--- config.mk ---
export PLATFORM = sky130hd
export DESIGN_NAME = apb_multi_slave_mem_flat
export DESIGN_NICKNAME = d
export VERILOG_FILES = /design/src/rtl/apb_multi_slave_mem_if.sv /design/src/rtl/apb_multi_slave_mem.sv /design/src/flat_wrapper.sv
export SDC_FILE = /design/constraint.sdc
export NUM_CORES = 2
export LEC_CHECK = 0
export BUFFER_PORTS_ARGS = -buffer_cell sky130_fd_sc_hd__clkbuf_2
export CAP_MARGIN = 10
export CORE_ASPECT_RATIO = 1.2
export CORE_MARGIN = 1
export CORE_UTILIZATION = 29
export CTS_CLUSTER_DIAMETER = 80
export DETAILED_ROUTE_END_ITERATION = 10
export PLACE_DENSITY = 0.52
export REMOVE_ABC_BUFFERS = 1
export SLEW_MARGIN = 20
export SYNTH_ARGS = -nofsm -noshare
export SYNTH_HDL_FRONTEND = slang
export SYNTH_SLANG_ARGS = --single-unit
--- constraint.sdc ---
create_clock -name CLK -period 8.6 [get_ports CLK]
set_clock_uncertainty 0.1 [all_clocks]
set_input_delay 1.29 -clock CLK [delete_from_list [all_inputs] [get_ports CLK]]
set_output_delay 1.29 -clock CLK [all_outputs]
set_load 0.02 [all_outputs]
--- src/rtl/apb_multi_slave_mem_if.sv ---
// APB bus bundle shared by the multi-bank register memory and its masters.
interface apb_multi_slave_mem_if #(
  parameter int DATA_W  = 32,
  parameter int ADDR_W  = 32,
  parameter int NUM_SLV = 4
);
  logic [NUM_SLV-1:0]  PSEL;
  logic                PENABLE;
  logic                PWRITE;
  logic [ADDR_W-1:0]   PADDR;
  logic [DATA_W-1:0]   PWDATA;
  logic [DATA_W/8-1:0] PSTRB;
  logic [DATA_W-1:0]   PRDATA;
  logic                PREADY;
  logic                PSLVERR;

  modport master (
    output PSEL, PENABLE, PWRITE, PADDR, PWDATA, PSTRB,
    input  PRDATA, PREADY, PSLVERR
  );

  modport slave (
    input  PSEL, PENABLE, PWRITE, PADDR, PWDATA, PSTRB,
    output PRDATA, PREADY, PSLVERR
  );
endinterface

--- src/rtl/apb_multi_slave_mem.sv ---
// APB slave with NUM_SLV independent word banks, optional wait states, byte strobes
// and error reporting for out-of-range, misaligned or multi-select accesses.
module apb_multi_slave_mem #(
  parameter int DATA_W      = 32,
  parameter int ADDR_W      = 32,
  parameter int NUM_SLV     = 4,
  parameter int DEPTH       = 16,
  parameter int WAIT_CYCLES = 0
) (
  input logic                  CLK,
  input logic                  PRESETn,
  apb_multi_slave_mem_if.slave bus
);
  localparam int STRB_W = DATA_W / 8;
  localparam int IDX_W  = $clog2(DEPTH);
  localparam int BANK_W = (NUM_SLV > 1) ? $clog2(NUM_SLV) : 1;
  localparam logic [ADDR_W:0] LIMIT = (ADDR_W+1)'(DEPTH * 4);
  localparam logic [3:0]      WC    = 4'(WAIT_CYCLES);

  typedef enum logic [1:0] {IDLE, WAIT, READY} state_t;

  state_t              state;
  logic [3:0]          cnt;
  logic [NUM_SLV-1:0]  sel_q;
  logic [ADDR_W-1:0]   addr_q;
  logic                wr_q;
  logic [DATA_W-1:0]   wdata_q;
  logic [STRB_W-1:0]   strb_q;

  logic [DATA_W-1:0]   mem [NUM_SLV][DEPTH];

  logic [NUM_SLV-1:0]  c_sel;
  logic [ADDR_W-1:0]   c_addr;
  logic                c_wr;
  logic [BANK_W-1:0]   c_bank;
  logic [IDX_W-1:0]    c_idx;
  logic                c_err;
  logic [DATA_W-1:0]   c_rdata;

  // In IDLE the live bus is decoded so a zero-wait transfer can complete off the
  // setup edge; afterwards only the latched setup values are used.
  always_comb begin
    c_sel  = (state == IDLE) ? bus.PSEL   : sel_q;
    c_addr = (state == IDLE) ? bus.PADDR  : addr_q;
    c_wr   = (state == IDLE) ? bus.PWRITE : wr_q;
    c_bank = '0;
    for (int unsigned i = 0; i < NUM_SLV; i++) begin
      if (c_sel[i]) c_bank = BANK_W'(i);
    end
    c_idx   = c_addr[IDX_W+1:2];
    c_err   = ($countones(c_sel) != 1) || ({1'b0, c_addr} >= LIMIT) || (c_addr[1:0] != 2'b00);
    c_rdata = mem[c_bank][c_idx];
  end

  always_ff @(posedge CLK) begin
    if (!PRESETn) begin
      state       <= IDLE;
      cnt         <= '0;
      sel_q       <= '0;
      addr_q      <= '0;
      wr_q        <= 1'b0;
      wdata_q     <= '0;
      strb_q      <= '0;
      bus.PREADY  <= 1'b0;
      bus.PSLVERR <= 1'b0;
      bus.PRDATA  <= '0;
      for (int unsigned b = 0; b < NUM_SLV; b++) begin
        for (int unsigned w = 0; w < DEPTH; w++) begin
          mem[b][w] <= '0;
        end
      end
    end else begin
      bus.PREADY  <= 1'b0;
      bus.PSLVERR <= 1'b0;
      bus.PRDATA  <= '0;
      unique case (state)
        IDLE: begin
          if ((|bus.PSEL) && !bus.PENABLE) begin
            sel_q   <= bus.PSEL;
            addr_q  <= bus.PADDR;
            wr_q    <= bus.PWRITE;
            wdata_q <= bus.PWDATA;
            strb_q  <= bus.PSTRB;
            if (WC == '0) begin
              state       <= READY;
              bus.PREADY  <= 1'b1;
              bus.PSLVERR <= c_err;
              bus.PRDATA  <= (c_err || c_wr) ? '0 : c_rdata;
            end else begin
              state <= WAIT;
              cnt   <= WC;
            end
          end
        end
        WAIT: begin
          if (!(|bus.PSEL) || !bus.PENABLE) begin
            state <= IDLE;
            cnt   <= '0;
          end else if (cnt == 4'd1) begin
            state       <= READY;
            cnt         <= '0;
            bus.PREADY  <= 1'b1;
            bus.PSLVERR <= c_err;
            bus.PRDATA  <= (c_err || c_wr) ? '0 : c_rdata;
          end else begin
            cnt <= cnt - 4'd1;
          end
        end
        READY: begin
          state <= IDLE;
          if (wr_q && !c_err) begin
            for (int unsigned i = 0; i < STRB_W; i++) begin
              if (strb_q[i]) mem[c_bank][c_idx][8*i +: 8] <= wdata_q[8*i +: 8];
            end
          end
        end
        default: state <= IDLE;
      endcase
    end
  end
endmodule

--- src/flat_wrapper.sv ---
// flat-port wrapper written by rule: the top's interface ports become plain ports
module apb_multi_slave_mem_flat 
#(
  parameter int DATA_W      = 32,
  parameter int ADDR_W      = 32,
  parameter int NUM_SLV     = 4,
  parameter int DEPTH       = 16,
  parameter int WAIT_CYCLES = 0
)
  (CLK, PRESETn, bus_PSEL, bus_PENABLE, bus_PWRITE, bus_PADDR, bus_PWDATA, bus_PSTRB, bus_PRDATA, bus_PREADY, bus_PSLVERR);
  apb_multi_slave_mem_if #(.DATA_W(DATA_W), .ADDR_W(ADDR_W), .NUM_SLV(NUM_SLV)) bus_i ();
  input logic CLK;
  input logic PRESETn;
  input wire logic [$bits(bus_i.PSEL)-1:0] bus_PSEL;
  input wire logic [$bits(bus_i.PENABLE)-1:0] bus_PENABLE;
  input wire logic [$bits(bus_i.PWRITE)-1:0] bus_PWRITE;
  input wire logic [$bits(bus_i.PADDR)-1:0] bus_PADDR;
  input wire logic [$bits(bus_i.PWDATA)-1:0] bus_PWDATA;
  input wire logic [$bits(bus_i.PSTRB)-1:0] bus_PSTRB;
  output wire logic [$bits(bus_i.PRDATA)-1:0] bus_PRDATA;
  output wire logic [$bits(bus_i.PREADY)-1:0] bus_PREADY;
  output wire logic [$bits(bus_i.PSLVERR)-1:0] bus_PSLVERR;
  assign bus_i.PSEL = bus_PSEL;
  assign bus_i.PENABLE = bus_PENABLE;
  assign bus_i.PWRITE = bus_PWRITE;
  assign bus_i.PADDR = bus_PADDR;
  assign bus_i.PWDATA = bus_PWDATA;
  assign bus_i.PSTRB = bus_PSTRB;
  assign bus_PRDATA = bus_i.PRDATA;
  assign bus_PREADY = bus_i.PREADY;
  assign bus_PSLVERR = bus_i.PSLVERR;
  apb_multi_slave_mem #(.DATA_W(DATA_W), .ADDR_W(ADDR_W), .NUM_SLV(NUM_SLV), .DEPTH(DEPTH), .WAIT_CYCLES(WAIT_CYCLES)) u_core (.CLK(CLK), .PRESETn(PRESETn), .bus(bus_i));
endmodule
==> reports/qor.csv <==
metric;value;unit
WHS Path Cells;2;
Iteration-0 DRC Markers;5795;
Post-synth EDFFs;2048;
Final Wtd Congestion;0.836;
DPL Wire Length;189000;µm
capturing point of the worst reg2reg path;u_core.mem[0][363];
Crit path required time;9.00;ns
post-route minimum period;5.17;ns
DP Area;104000;µm²
final wirelength;308000;µm
register bit count reported by yosys;2156;
vias;63300;
ys async rst share;0;%
power density cells;214;nW/µm²
GR Util All Layers;17.4;%
Hold Crit Start;u_core.wdata_q[27];
CP startpoint kind;flip-flop;
area grow syn2layout;11.9;%
HP Class;reg2reg;
Final setup viols;0;
CTS Root Cell;clkbuf_16;
Final Hold Violating Endpoints;0;
CTS sink cnt;2156;
largest net degree at the start of global routing;167;
Final ANT Viol Nets;0;
Max transition margin;21.3;%
Static Leak;0.0390;µW
Max-Cap Viols;0;
placed cell count;12000;
Crit path arrival time;5.57;ns
Yosys cell types;51;
VDD IR max;0.174;mV
fin crit share;60.2;%
Crit Path Max Fanout;16;
Mapped Cells;8034;
Port-buffer cells;109;
Hold EP;u_core.wdata_q[27];
Post-CTS Setup Inserts;0;
Die W;536;µm
global route overflow;0;
Final nets;7863;
RSZ-0062 raised after global routing;false;
Vias/cell;5.08;
reg-to-reg slack, setup;3.43;ns
clock transition at the registers of the reported paths;0.06;ns
post-route setup slack;3.43;ns
Synth Cell Area;99300;µm²
Die Y;643;µm
Pre-antenna DRT Iters;6;
Worst-Margin Slew;1.17;ns
number of global-route vias before repair;63800;
synth warn;0;
TritonCTS clock tree;done;
Top FF cell, synth;edfxtp_1;
design area;111000;µm²
hold_buf cts;0;
total CTS buffers;224;
RR Startpoint;u_core.state[1];
Clock Latency Late Sink;0.89;ns
die area;345000;µm²
pre-CTS WS;2.68;ns
Bufs on Longest Clock Path;4;
maximum clock frequency;193;MHz
syn avg cell area;12.4;µm²
cts repair resizes;0;
Ports;110;
final non-filler cell total;12400;
crit end category;flip-flop;
row cnt;234;
DRC;0;
R2R depth;9;
Core ar.;340000;µm²
overall power;23800;µW
type of the worst setup path;reg2reg;
first-pass GRT wire length;443000;µm
WL/cell;24.7;µm
share of layout cells above drive strength 1;8.33;%
Initial Util;29.2;%
status;complete, no violations;
register area share after synthesis;64.1;%
setup_tns;0;ns
Pins Over Slew Limit;0;
H-tree depth;4;
initial antenna violation count;21;
[sequential cells by signal, summed over array words and instances (netlist names)]
register            flops
u_core.strb_q           4
u_core.bus.PREADY       1
u_core.state            1
u_core.addr_q          32
u_core.wdata_q         32
u_core.sel_q            4
u_core.wr_q             1
u_core.bus.PRDATA      32
u_core.mem           2048
u_core.bus.PSLVERR      1
[cells in the mapped netlist (11+ instances only)]
cell       number  area share, %
and2_1       2049             13
edfxtp_1     2048             62
nand2_1       689            2.6
clkbuf_1      587            2.2
mux2i_1       503            5.1
nor3_1        388            2.0
o21ai_0       256            1.3
a32oi_1       253            2.2
nor2_1        235           0.89
o2111ai_1     130            1.1
o31ai_1       127           0.96
a22oi_1       125           0.95
dfxtp_1       108            2.2
nand4_1        96           0.61
buf_2          77           0.39
a21boi_0       72           0.54
or3_1          36           0.23
buf_1          33           0.12
a21o_1         31           0.23
o22ai_1        31           0.20
nand2b_1       29           0.18
nor2_2         29           0.18
nor2_4         23           0.26
nor4_1         11          0.069
[layout by cell type, fill, tap and decap left out, drive strengths merged, types with 72 or more instances in the layout]
| cell type | Yosys | final |
|---|---|---|
| dfxtp | 108 | 108 |
| nand2 | 689 | 689 |
| nor2 | 287 | 287 |
| buf | 112 | 113 |
| a21boi | 72 | 72 |
| o2111ai | 133 | 133 |
| a32oi | 253 | 253 |
| clkinv | 0 | 83 |
| and2 | 2049 | 2049 |
| nor3 | 390 | 390 |
| clkbuf | 587 | 402 |
| edfxtp | 2048 | 2048 |
| o21ai | 256 | 256 |
| a22oi | 125 | 125 |
| nand4 | 96 | 96 |
| o31ai | 127 | 127 |
| mux2i | 503 | 503 |
[cell type report]
cell class	count	area, µm²
clock inverters	109	1010
multi-input cells	5168	33100
flip-flops and latches	2156	63700
well taps	4484	5610
clock buffers	294	6050
repair buffers	221	1560
inverters	11	46.3
diodes	3	7.51
fillers	33700	229000
[worst max path at each step]
stage / from / end / slack [ns] / cells after the start
2_1_floorplan: bus_PSEL[2] / u_core.mem[2][232] / -34.82 / 4
3_3_place_gp: bus_PADDR[2] / u_core.bus.PRDATA[2] / 2.37 / 9
3_5_place_dp: bus_PSEL[1] / u_core.mem[0][251] / 2.68 / 10
4_1_cts: u_core.state[1] / u_core.mem[0][248] / 3.39 / 9
5_1_grt: u_core.state[1] / u_core.mem[1][235] / 3.26 / 9
6_report: u_core.state[1] / u_core.mem[0][363] / 3.43 / 9
[cells by family after synthesis]
kind of cell	after synthesis	synth area share, %
flops	2156	64.1
compound gates	1044	7.74
simple gates	3608	20.0
fa+ha+maj	5	0.0706
buf+inv	710	2.79
mux	511	5.21
[through the flow]
| stage | hold slack (ns) | utilization (%) |
|---|---|---|
| 2_1_floorplan | 0.338 | - |
| 3_3_place_gp | 0.351 | 30.6 |
| 3_5_place_dp | 0.356 | 30.6 |
| 4_1_cts | 0.365 | 32.7 |
| 5_1_grt | 0.384 | 32.7 |
| 6_report | 0.363 | 32.7 |
[worst max-delay path, cell delays in order, from the launching register on]
cell and delay (ns):
dfxtp_1 0.57, mux2_2 0.40, ha_1 0.29, ha_1 0.17, inv_1 0.07, fa_1 0.51
o2111a_2 0.34, o2111ai_4 0.61, or3_1 0.81, o21ai_0 0.91
[metal layers]
| layer | wire, µm | GRT usage, % | vias up |
|---|---|---|---|
| li1 | - | - | 28700 |
| met1 | 124000 | 21.6 | 32000 |
| met2 | 155000 | 31.0 | 2034 |
| met3 | 16700 | 2.14 | 520 |
| met4 | 11600 | 6.09 | 12 |
| met5 | 76 | 0 | - |
[power by group]
part | internal [µW] | switching, µW | leakage (µW)
combinational | 540 | 1670 | 0.0136
sequential | 11800 | 179 | 0.0219
clock | 5460 | 4140 | 0.00345
total | 17800 | 5990 | 0.0390
(Power assumes the default switching activity.)
